## config.mk

```make
export PLATFORM = sky130hd
export DESIGN_NAME = if_stage
export DESIGN_NICKNAME = d
export VERILOG_FILES = /design/src/rtl/if_stage.sv
export SDC_FILE = /design/constraint.sdc
export NUM_CORES = 1
export LEC_CHECK = 0
export ABC_AREA = 1
export CORE_ASPECT_RATIO = 1.4
export CORE_MARGIN = 8
export CORE_UTILIZATION = 27
export CTS_CLUSTER_SIZE = 20
export DETAILED_ROUTE_END_ITERATION = 10
export GPL_ROUTABILITY_DRIVEN = 0
export PLACE_DENSITY = 0.43
export SLEW_MARGIN = 20
export SYNTH_ARGS = -nofsm -noshare
export SYNTH_HDL_FRONTEND = slang
export SYNTH_SLANG_ARGS = --single-unit
```

## constraint.sdc

```tcl
create_clock -name clk -period 9.1 [get_ports clk]
set_input_delay 1.82 -clock clk [delete_from_list [all_inputs] [get_ports clk]]
set_output_delay 1.82 -clock clk [all_outputs]
set_load 0.02 [all_outputs]
```

## src/rtl/if_stage.sv

```systemverilog
// if_stage: in-order fetch with up to 2 requests in flight, 2-entry {pc, instr} buffer and redirect drop.
// Optional same-cycle response bypass when IF_RESP_BYPASS_EN is defined.
package if_stage_pkg;
  typedef struct packed {
    logic [31:0] pc;
    logic [31:0] instr;
  } if_id_flow_t;
endpackage

module if_stage
  import if_stage_pkg::*;
#(
  parameter logic [31:0] RESET_PC  = 32'h0000_0000,
  parameter logic [31:0] NOP_INSTR = 32'h0000_0013
) (
  input  logic        clk,
  input  logic        reset,
  output logic        imem_req_valid,
  output logic [31:0] imem_req_addr,
  input  logic        imem_req_ready,
  input  logic        imem_resp_valid,
  input  logic [31:0] imem_resp_data,
  input  logic        redirect,
  input  logic [31:0] redirect_pc,
  input  logic        stall,
  output if_id_flow_t outflow,
  output logic        out_valid
);
  logic [31:0] pc;
  logic [31:0] buf_pc [2];
  logic [31:0] buf_instr [2];
  logic [31:0] pcq [2];
  logic        head, tail, pq_head, pq_tail;
  logic [1:0]  count, inflight, drop_cnt;
  logic        has_head, byp, fire, pop, keep, push;
  assign has_head = count != 2'd0;
`ifdef IF_RESP_BYPASS_EN
  assign byp = !reset && !redirect && !has_head && drop_cnt == 2'd0 && imem_resp_valid;
`else
  assign byp = 1'b0;
`endif
  // credits come from registered count, so a same-cycle pop frees nothing until next cycle
  assign imem_req_valid = !reset && !redirect && ({1'b0, count} + {1'b0, inflight} < 3'd2);
  assign imem_req_addr  = reset ? RESET_PC : pc;
  assign fire           = imem_req_valid && imem_req_ready;
  assign out_valid      = !reset && !redirect && (has_head || byp);
  assign pop            = !reset && !redirect && has_head && !stall;
  assign keep           = imem_resp_valid && drop_cnt == 2'd0 && !redirect;
  assign push           = keep && !(byp && !stall);
  assign outflow = reset                  ? {RESET_PC, NOP_INSTR}
                 : (!redirect && has_head) ? {buf_pc[head], buf_instr[head]}
                 : byp                    ? {pcq[pq_head], imem_resp_data}
                 :                          {pc, NOP_INSTR};
  // pc queue advances on every response, dropped or kept, to stay aligned with in-flight requests
  always_ff @(posedge clk) begin
    if (reset) begin
      pc       <= RESET_PC;
      head     <= 1'b0;
      tail     <= 1'b0;
      pq_head  <= 1'b0;
      pq_tail  <= 1'b0;
      count    <= 2'd0;
      inflight <= 2'd0;
      drop_cnt <= 2'd0;
    end else begin
      if (fire) begin
        pcq[pq_tail] <= pc;
        pq_tail      <= ~pq_tail;
      end
      if (imem_resp_valid) pq_head <= ~pq_head;
      if (push) begin
        buf_pc[tail]    <= pcq[pq_head];
        buf_instr[tail] <= imem_resp_data;
      end
      pc       <= redirect ? redirect_pc : fire ? pc + 32'd4 : pc;
      inflight <= inflight + {1'b0, fire} - {1'b0, imem_resp_valid};
      drop_cnt <= redirect ? inflight - {1'b0, imem_resp_valid}
                           : drop_cnt - {1'b0, imem_resp_valid && drop_cnt != 2'd0};
      count    <= redirect ? 2'd0 : count + {1'b0, push} - {1'b0, pop};
      head     <= redirect ? 1'b0 : head ^ pop;
      tail     <= redirect ? 1'b0 : tail ^ push;
    end
  end
endmodule

```

Yosys cells after proc, flatten, opt, wreduce, memory -nomap -nowiden --
Memory sizes are Yosys's and may differ from the RTL's. A register that Yosys moved wholly into a read port is not among the register bits. Cells that the tools add are included.
Word-level totals: register bits 42, RAM bits 192, input port bits 70, output and inout bits 98, logic and storage cells 57, memories kept 3
Cells by class: $add $sub $neg 8, order comparisons 1, muxes and demuxes 16, bitwise logic cells 4, reduce and logical (&&, ||, !) cells 17
Memory list:
- buf_instr | depth 2, bits a word 32, rd ports 1, clocked after Yosys merged registers in 1, write ports 1, RTL line 31 | logic [31:0] buf_instr [2];
- buf_pc | depth 2, bits a word 32, rd ports 1, clocked after Yosys merged registers in 1, write ports 1, RTL line 30 | logic [31:0] buf_pc [2];
- pcq | depth 2, bits a word 32, rd ports 1, clocked after Yosys merged registers in 1, write ports 1, RTL line 32 | logic [31:0] pcq [2];
Operators with widths (count):
- $mux 64 | 2
- $mux 32 | 3
- $add 32x3->32 const B | 1
- $mux 1 | 10
- $logic_and 1x1->1 | 9
- $sub 2x1->2 | 4
- $reduce_bool 2->1 | 3
- $add 2x1->2 | 2
- $add 2x2->3 | 1
- $logic_not 1->1 | 3
- $lt 3x2->1 const B | 1
- $logic_not 2->1 | 1
- $mux 2 | 1
- $not 1->1 | 2
- $reduce_or 2->1 | 1
- $xor 1x1->1 | 2

Logic depth before layout (Yosys ltp) --
Gate-level depths: netlist of run 1.
depth in word-level cells 7, mapped depth 13, depth with buffers taken out 12

Worst setup path after synthesis of run 1 --
No wires, ideal clock.
kind input to register, start in reset, end mem buf_instr[0][0] (enable), arrival time 6.562 ns, required time 8.535 ns, slack 1.973 ns, stages on the path 4, buffers on the path 1, cells stage by stage buf_2 > nor2_4 > inv_2 > nor3_1
On the way: longest elaborated chain between the ends 2
RTL lines:
- start, declared | RTL line 17 | input logic reset,
- $mux 1 | RTL line 56 | if (reset) begin
- $mux 1 (not written as such) | RTL line 73 | buf_instr[tail] <= imem_resp_data;
- end, declared | RTL line 31
Every way passes these cells.

==> results of run 1 <==
## power by group
group	internal, W	leakage, nW	total, W	switching [W]
combinational	0.0000910	2.10	0.000207	0.000116
sequential	0.00120	2.10	0.00122	0.0000224
clock	0.000653	0.423	0.00109	0.000432
total	0.00194	4.62	0.00251	0.000571
## worst paths after layout
| kind | endpoint | cells past startpoint |
|---|---|---|
| setup / recovery | outflow[59] | 9 |
| hold / removal | pcq[1][1] | 0 |
| setup reg to reg | pc[7] | 9 |
| hold reg to reg | pcq[1][1] | 0 |
## state kept, by name, indices dropped and copies added, names as in the netlist, named ones only
register and count:
pcq 64, buf_pc 64, count 2, inflight 2
head 1, tail 1, buf_instr 64, pq_tail 1
drop_cnt 2, pq_head 1, pc 32
## cells by family (layout without fill, tap and decap cells)
logic type,after synthesis,count (layout)
compound gates,144,144
buf+inv,128,313
mux,32,32
fa+ha+maj,8,8
simple gates,407,407
flops,235,235
xor+xnor,10,10
## cell usage in the layout (no fill, tap or decap), types with 3 or more instances in the layout
cell type,count
nand2_1,246
edfxtp_1,192
clkdlybuf4s50_1,166
nor2_1,104
inv_1,80
a21oi_1,51
dfxtp_1,42
nand3_1,39
a31oi_1,37
o21ai_0,37
mux2_2,32
clkbuf_16,27
buf_4,13
a21oi_2,10
xor2_1,7
ha_1,7
nor2_4,5
clkbuf_1,5
clkinv_1,4
clkinvlp_4,4
inv_2,3
xnor2_1,3
bufinv_16,3
clkbuf_8,3
## area by class of cell
cell class	count	area, um2	area share
timing repair buffer	180	1760	0.133
inverter	85	319	0.0241
multi-input combinational	601	3060	0.231
clock inverter	13	155	0.0117
tap	473	592	0.0447
sequential	235	6630	0.500
clock buffer	35	736	0.0555
## metal layers
layer / wire length [um] / vias to the layer above
met5: 15 / -
met4: 714 / 2
met3: 1620 / 49
met2: 15700 / 183
met1: 12300 / 3511
li1: - / 3604
## stage by stage
stage / hold slack [ns] / instance area (um2) / total power (W) / cells
after floorplan: 0.426 / 10200 / 0.00135 / 964
after global placement: 0.428 / 12300 / 0.00145 / 1574
after detailed placement: 0.448 / 12400 / 0.00146 / 1574
after CTS: 0.462 / 13300 / 0.00257 / 1622
after global routing: 0.496 / 13300 / 0.00262 / 1622
final: 0.464 / 13300 / 0.00251 / 1622
==> impl_metrics.toml, run 1 <==
[timing]
finalMaxSlewViolations = 0
finalHoldViolations = 0
finClkSkew_ns = 0.00830
tightest_slew_ns = 1.02
relSlewSlack = 0.313
setup_viol = 0
timing.fmax_ghz = 0.152
post-route-min-period_ns = 6.56
fin_crit_sh = 0.721
rsz0062_at_grt = "false"
tns_ns = 0
layout_setup_ws_ns = 2.54

[cells_and_area]
drive_gt1_frac = 0.0992
insertedDiodeCount = 0
syn_to_final_growth_pct = 30.4
fin_util = 0.355
fill_cells = 3721
layout.nets = 1207

[worst_setup_path]
worstPathCellList = "clkdlybuf4s50_1, buf_4, nor2_4, inv_2, a21oi_4, buf_4, nor2_1, a31oi_1, clkdlybuf4s50_1"
critPathArrivalTime_ns = 4.74
end_kind = "output pin"
cp.required_ns = 7.28
crit_type = "in2out"
crit_start = "redirect"
crit_fanout = 36
cp_top_family = "buffers and inverters"
critPathLaunchType = "primary input"
crit_path_top_delay_cell = "clkdlybuf4s50_1"
rrSetupSlack_ns = 5.92
critPathBufInv = 5
cp_slowest_stage_delay_ns = 0.66
r2r-start = "inflight[0]"

[die]
fp.dieW_um = 180
start_util = 0.272
core_area_um2 = 37300
dieArea_um2 = 44200
dieHeight_um = 246
rows = 84
pin_count = 168

[global_routing]
first_global_vias = 7617
grt-busiest-layer = "met2"
met1_usage = 0.157
globalRouteMet2Util = 0.248
grt_pass1_wl_um = 46500
antenna_found_initial = 1
grt_usage = 0.136
gr-total-overflow = 0
grt_use_met3 = 0.0271
grt_max_degree = 65

[synth]
muxShareOfSynthArea = 0.0355
synth_xor_area_frac = 0.00862
syn_nets = 1042
yosys.area_share.simple = 0.161
synthAdderAreaFrac = 0.0106
netlist_instances = 964
yosysMostFrequentCell = "nand2_1"
yosysSeqAreaShare = 0.652
yosys.area.top_type = "edfxtp_1"
syn_area_per_cell_um2 = 10.5
yosysWarnings = 0
synthTopCellsByCount = "nand2_1, edfxtp_1, nor2_1, inv_1, a21oi_1"
synth.distinct_cells = 37
synth.area.top_cells = "edfxtp_1, nand2_1, dfxtp_1"
synth-compound-area-share = 0.0817
synthesis.area_um2 = 10200
synth_top_area_share = 0.567
synth_top_family_by_area = "simple AND/OR/NAND/NOR gates"
synth_seq_cells = 235
async_flop_share = 0
ys.flop_type = "edfxtp_1"
synth_edf_count = 192

[clocking]
post_cts_resized = 0
clkTransAtPathRegs_ns = 0.06
cts_max_level = 1
cts_max_path_buffers = 3
clk_latency_ns = 0.54
cts_tree = "built"
cts_buffers = 26
cts_root_buf = "clkbuf_16"
postCtsSetupRepairBufs = 0
clkSinkCount = 235
hold_buffers = 0

[power]
ir_worst_vdd_mv = 0.0835
cellPowerDensity_nw_per_um2 = 190
p_leak_nw = 4.62

[placement]
port_buffers = 167
dp_hpwl_um = 20900
dp_slack_ns = 2.48

[drt]
drt-wirelength-per-cell_um = 18.7
initialDrtViolationCount = 357
drcViolationCount = 0
viasPerCell = 4.53
first_pass_iters = 5
drt-total-wl_um = 30400
ant_nets = 0
num_vias = 7349

[worst_hold_path]
hp-start = "pc[1]"
hold_path_class = "reg2reg"

[run]
cap_violations = 0

[outcome]
status = "finished, final reports clean"
Power figures use the tool's default switching activity.
==> inputs of run 2 (changes only) <==
--- a/config.mk
+++ b/config.mk
@@ -12,7 +12,7 @@
 export CTS_CLUSTER_SIZE = 20
 export DETAILED_ROUTE_END_ITERATION = 10
 export GPL_ROUTABILITY_DRIVEN = 0
-export PLACE_DENSITY = 0.43
+export PLACE_DENSITY = 0.45
 export SLEW_MARGIN = 20
 export SYNTH_ARGS = -nofsm -noshare
 export SYNTH_HDL_FRONTEND = slang
==> constraint.sdc (replaced) <==
create_clock -name clk -period 5.5 [get_ports clk]
set_input_delay 1.1 -clock clk [delete_from_list [all_inputs] [get_ports clk]]
set_output_delay 1.1 -clock clk [all_outputs]
set_load 0.02 [all_outputs]
==> impl_metrics.toml, run 2 (same netlist as run 1, synthesis figures left out) <==
[worst_setup_path]
crit_fanout = 19
crit_path_top_delay_cell = "clkdlybuf4s50_1"
cp_top_family = "buffers and inverters"
critPathLaunchType = "primary input"
end_kind = "output pin"
crit_type = "in2out"
cp.required_ns = 4.40
critPathBufInv = 4
cpMostUsedCell = "clkdlybuf4s50_1"
cp_slowest_stage_delay_ns = 0.67
worstPathCellList = "clkdlybuf4s50_1, nor2_4, inv_2, a21oi_4, buf_4, nor2_1, a31oi_1, clkdlybuf4s50_1"
critPathArrivalTime_ns = 3.49

[outcome]
status = "finished, final reports clean"

[die]
core_area_um2 = 37300
fp.dieW_um = 180
dieHeight_um = 246
rows = 84
pin_count = 168
dieArea_um2 = 44200
start_util = 0.272

[clocking]
clkTransAtPathRegs_ns = 0.06
postCtsSetupRepairBufs = 0
cts_buffers = 25
cts_tree = "built"
clkSinkCount = 235
cts_max_level = 1
post_cts_resized = 0
clk_latency_ns = 0.53
hold_buffers = 0
cts_max_path_buffers = 3
cts_root_buf = "clkbuf_16"

[global_routing]
first_global_vias = 7682
grt_pass1_wl_um = 46500
grt_usage = 0.137
gr-total-overflow = 0
grt_max_degree = 52
antenna_found_initial = 1

[drt]
ant_nets = 0
viasPerCell = 4.55
dr_wl_met2_um = 16100
drt-wirelength-per-cell_um = 19.0
wl_met3_um = 1450
top_layer_used = "met5"
num_vias = 7388
drt-total-wl_um = 30900
drcViolationCount = 0
initialDrtViolationCount = 371
first_pass_iters = 5
wl_met1_um = 12500

[timing]
post-route-min-period_ns = 4.59
finalHoldViolations = 0
timing.fmax_ghz = 0.218
rsz0062_at_grt = "false"
tightest_slew_ns = 0.766
relSlewSlack = 0.490
setup_viol = 0
finClkSkew_ns = 0.0130
fin_crit_sh = 0.835
finalMaxSlewViolations = 0

[placement]
postPlaceCellArea_um2 = 12400
dp.cells = 1579
port_buffers = 167
dp_hpwl_um = 21300

[cells_and_area]
fill_cells = 3745
seq_area_um2 = 6630
drive_gt1_frac = 0.0956
stdcell_count = 1624
syn_to_final_growth_pct = 29.5
design_area_um2 = 13200
layout.nets = 1211
final_cell_mix = "nand2_1, edfxtp_1, clkdlybuf4s50_1"
multi_input_area_um2 = 3050
layout_commonest_cell = "nand2_1"
insertedDiodeCount = 0
top_regs = "buf_instr: 64 flops, buf_pc: 64 flops, pcq: 64 flops"

[power]
p_leak_nw = 4.59
ir_worst_vdd_mv = 0.198
cellPowerDensity_nw_per_um2 = 302

[worst_hold_path]
hold_path_class = "reg2reg"

[run]
cap_violations = 0
==> run 2: cell count changes in the layout (fill, tap and decap cells not counted), sizes merged <==
cell           delta
buf               +6
bufinv            -2
clkbuf            +4
clkdlybuf4s50     -1
clkinvlp          -4
inv               -1
==> run 2: path summary, 6_finish.rpt <==
path,depth (start not counted),slack [ns],start,endpoint
max,8,0.91,redirect,outflow[60]
min,0,0.46,pc[1],pcq[1][1]
min reg2reg,0,0.46,pc[1],pcq[1][1]
max reg2reg,7,2.49,inflight[0],pcq[0][21]
==> run 2: per-layer routing <==
| layer | global-route usage | up-vias |
|---|---|---|
| met4 | 0.0464 | 2 |
| met5 | 0 | - |
| met3 | 0.0248 | 44 |
| li1 | - | 3617 |
| met1 | 0.153 | 3549 |
| met2 | 0.257 | 176 |
==> run 2: metrics by stage <==
stage | worst slack [ns] | TNS (ns) | util | hold WS (ns) | total power, W
after floorplan | -0.907 | -116.15 | - | 0.426 | 0.00223
after global placement | 0.799 | 0 | 0.332 | 0.433 | 0.00241
after detailed placement | 0.758 | 0 | 0.332 | 0.443 | 0.00241
after CTS | 0.747 | 0 | 0.352 | 0.457 | 0.00404
after global routing | 0.740 | 0 | 0.353 | 0.467 | 0.00413
final | 0.908 | 0 | 0.353 | 0.458 | 0.00397
==> run 2: cell type report <==
type / count / share of cell area
Clock buffer: 39 / 0.0546
Clock inverter: 6 / 0.00380
Inverter: 85 / 0.0244
Multi-Input combinational cell: 601 / 0.232
Sequential cell: 235 / 0.504
Tap cell: 473 / 0.0450
Timing Repair Buffer: 185 / 0.137
==> run 2: where the power goes <==
| group | leakage [nW] | internal (W) | switching [W] | total [W] |
|---|---|---|---|---|
| clock | 0.373 | 0.000937 | 0.000671 | 0.00161 |
| combinational | 2.12 | 0.000152 | 0.000195 | 0.000348 |
| sequential | 2.10 | 0.00198 | 0.0000364 | 0.00202 |
| total | 4.59 | 0.00307 | 0.000903 | 0.00397 |
==> run 2: worst reg2reg max path, stage by stage, from the launching register on <==
cell	delay (ns)
dfxtp_1	0.36
nand2_1	0.06
inv_1	0.06
fa_1	0.42
nor2_1	0.12
nand3_1	0.50
nor2_2	0.65
buf_4	0.48
==> inputs of run 3 (changes only) <==
--- a/config.mk
+++ b/config.mk
@@ -12,7 +12,7 @@
 export CTS_CLUSTER_SIZE = 20
 export DETAILED_ROUTE_END_ITERATION = 10
 export GPL_ROUTABILITY_DRIVEN = 0
-export PLACE_DENSITY = 0.45
+export PLACE_DENSITY = 0.43
 export SLEW_MARGIN = 20
 export SYNTH_ARGS = -nofsm -noshare
 export SYNTH_HDL_FRONTEND = slang
==> constraint.sdc (replaced) <==
create_clock -name clk -period 4.43 [get_ports clk]
set_input_delay 0.886 -clock clk [delete_from_list [all_inputs] [get_ports clk]]
set_output_delay 0.886 -clock clk [all_outputs]
set_load 0.02 [all_outputs]
==> impl_metrics.toml, run 3 (same netlist as run 1, synthesis figures left out) <==
[drt]
drt-total-wl_um = 30400
ant_nets = 0
dr_wl_met2_um = 15600
wl_met3_um = 1550
wl_met1_um = 12700
first_pass_iters = 5
initialDrtViolationCount = 387
drcViolationCount = 0
top_layer_used = "met4"
num_vias = 7314
viasPerCell = 4.48
drt-wirelength-per-cell_um = 18.7

[cells_and_area]
multi_input_area_um2 = 3040
fill_cells = 3711
layout_commonest_cell = "nand2_1"
fin_util = 0.358
design_area_um2 = 13400
top_regs = "buf_instr: 64 flops, buf_pc: 64 flops, pcq: 64 flops"
seq_area_um2 = 6630
syn_to_final_growth_pct = 31.4
layout.nets = 1215
final_cell_mix = "nand2_1, edfxtp_1, clkdlybuf4s50_1"
drive_gt1_frac = 0.104
stdcell_count = 1631

[timing]
setup_viol = 0
timing.fmax_ghz = 0.243
tightest_slew_ns = 0.891
tns_ns = 0
finalMaxSlewViolations = 0
finClkSkew_ns = 0.0125
post-route-min-period_ns = 4.11
finalHoldViolations = 0
rsz0062_at_grt = "false"
fin_crit_sh = 0.927
relSlewSlack = 0.405

[worst_setup_path]
timing.rr.end = "count[1]"
r2r-start = "count[1]"
crit_fanout = 23
critPathArrivalTime_ns = 3.22
crit_type = "in2out"
cp.required_ns = 3.54
end_kind = "output pin"
rrSetupSlack_ns = 1.96
critPathLaunchType = "primary input"
ff2ff_path_depth = 10

[placement]
port_buffers = 167
dp_hpwl_um = 21000
postPlaceCellArea_um2 = 12400
dp.cells = 1582

[power]
p_leak_nw = 4.69
cellPowerDensity_nw_per_um2 = 392
ir_worst_vdd_mv = 0.206
p_total_w = 0.00524

[clocking]
cts_buffers = 26
clk_latency_ns = 0.54
hold_buffers = 0
clkTransAtPathRegs_ns = 0.06
clkSinkCount = 235
cts_root_buf = "clkbuf_16"
cts_max_level = 1
cts_tree = "built"
postCtsSetupRepairBufs = 0
cts_max_path_buffers = 3
post_cts_resized = 0

[global_routing]
grt_pass1_wl_um = 46200
antenna_found_initial = 1
grt_max_degree = 65
first_global_vias = 7646
grt_usage = 0.136
gr-total-overflow = 0

[die]
fp.dieW_um = 180
core_area_um2 = 37300
dieHeight_um = 246
pin_count = 168
rows = 84
dieArea_um2 = 44200
start_util = 0.272

[worst_hold_path]
hp-start = "pc[0]"
holdPathEnd = "pcq[1][0]"
hold_path_class = "reg2reg"
holdPathStages = 0

[outcome]
status = "finished, final reports clean"

[run]
cap_violations = 0
run 3: changes by cell type in the layout (fill, tap and decap cells not counted), sizes merged:
| cell | before | now |
|---|---|---|
| clkinv | 7 | 8 |
| bufinv | 1 | 4 |
| clkbuf | 39 | 37 |
| clkdlybuf4s50 | 165 | 166 |
| diode | 0 | 1 |
| buf | 20 | 22 |
| inv | 83 | 84 |
run 3: area by class of cell:
class / instances / area share
sequential: 235 / 0.496
multi-input combinational: 601 / 0.228
timing repair buffer: 188 / 0.139
clock buffer: 37 / 0.0565
tap: 473 / 0.0443
inverter: 85 / 0.0239
clock inverter: 11 / 0.0119
antenna: 1 / 0.000187
run 3: worst max-delay path, cell delays in order:
cell and delay, ns:
clkdlybuf4s50_1 0.55, a21oi_2 0.58, buf_4 0.45, a31oi_1 0.16, clkdlybuf4s50_1 0.59
run 3: where the power goes:
group	internal, W	switching, W
clock	0.00142	0.000874
combinational	0.000193	0.000239
sequential	0.00246	0.0000503
total	0.00407	0.00116
run 3: worst max-delay path by stage:
stage	end	startpoint	slack (ns)
finish	outflow[42]	redirect	0.32
floorplan	buf_instr[0][0]	reset	-1.76
CTS	outflow[42]	redirect	0.34
detailed placement	outflow[42]	redirect	0.34
global placement	outflow[50]	redirect	0.35
global route	outflow[18]	redirect	0.21
run 3: metal layers:
layer,global-route usage,vias up
li1,-,3632
met1,0.157,3469
met2,0.249,181
met3,0.0266,32
met4,0.0420,0
met5,0,-
run 3: metrics by stage:
stage	setup WS (ns)	hold slack, ns
4_1_cts	0.345	0.460
6_report	0.321	0.460
2_1_floorplan	-1.76	0.426
3_3_place_gp	0.350	0.433
3_5_place_dp	0.341	0.446
5_1_grt	0.211	0.474
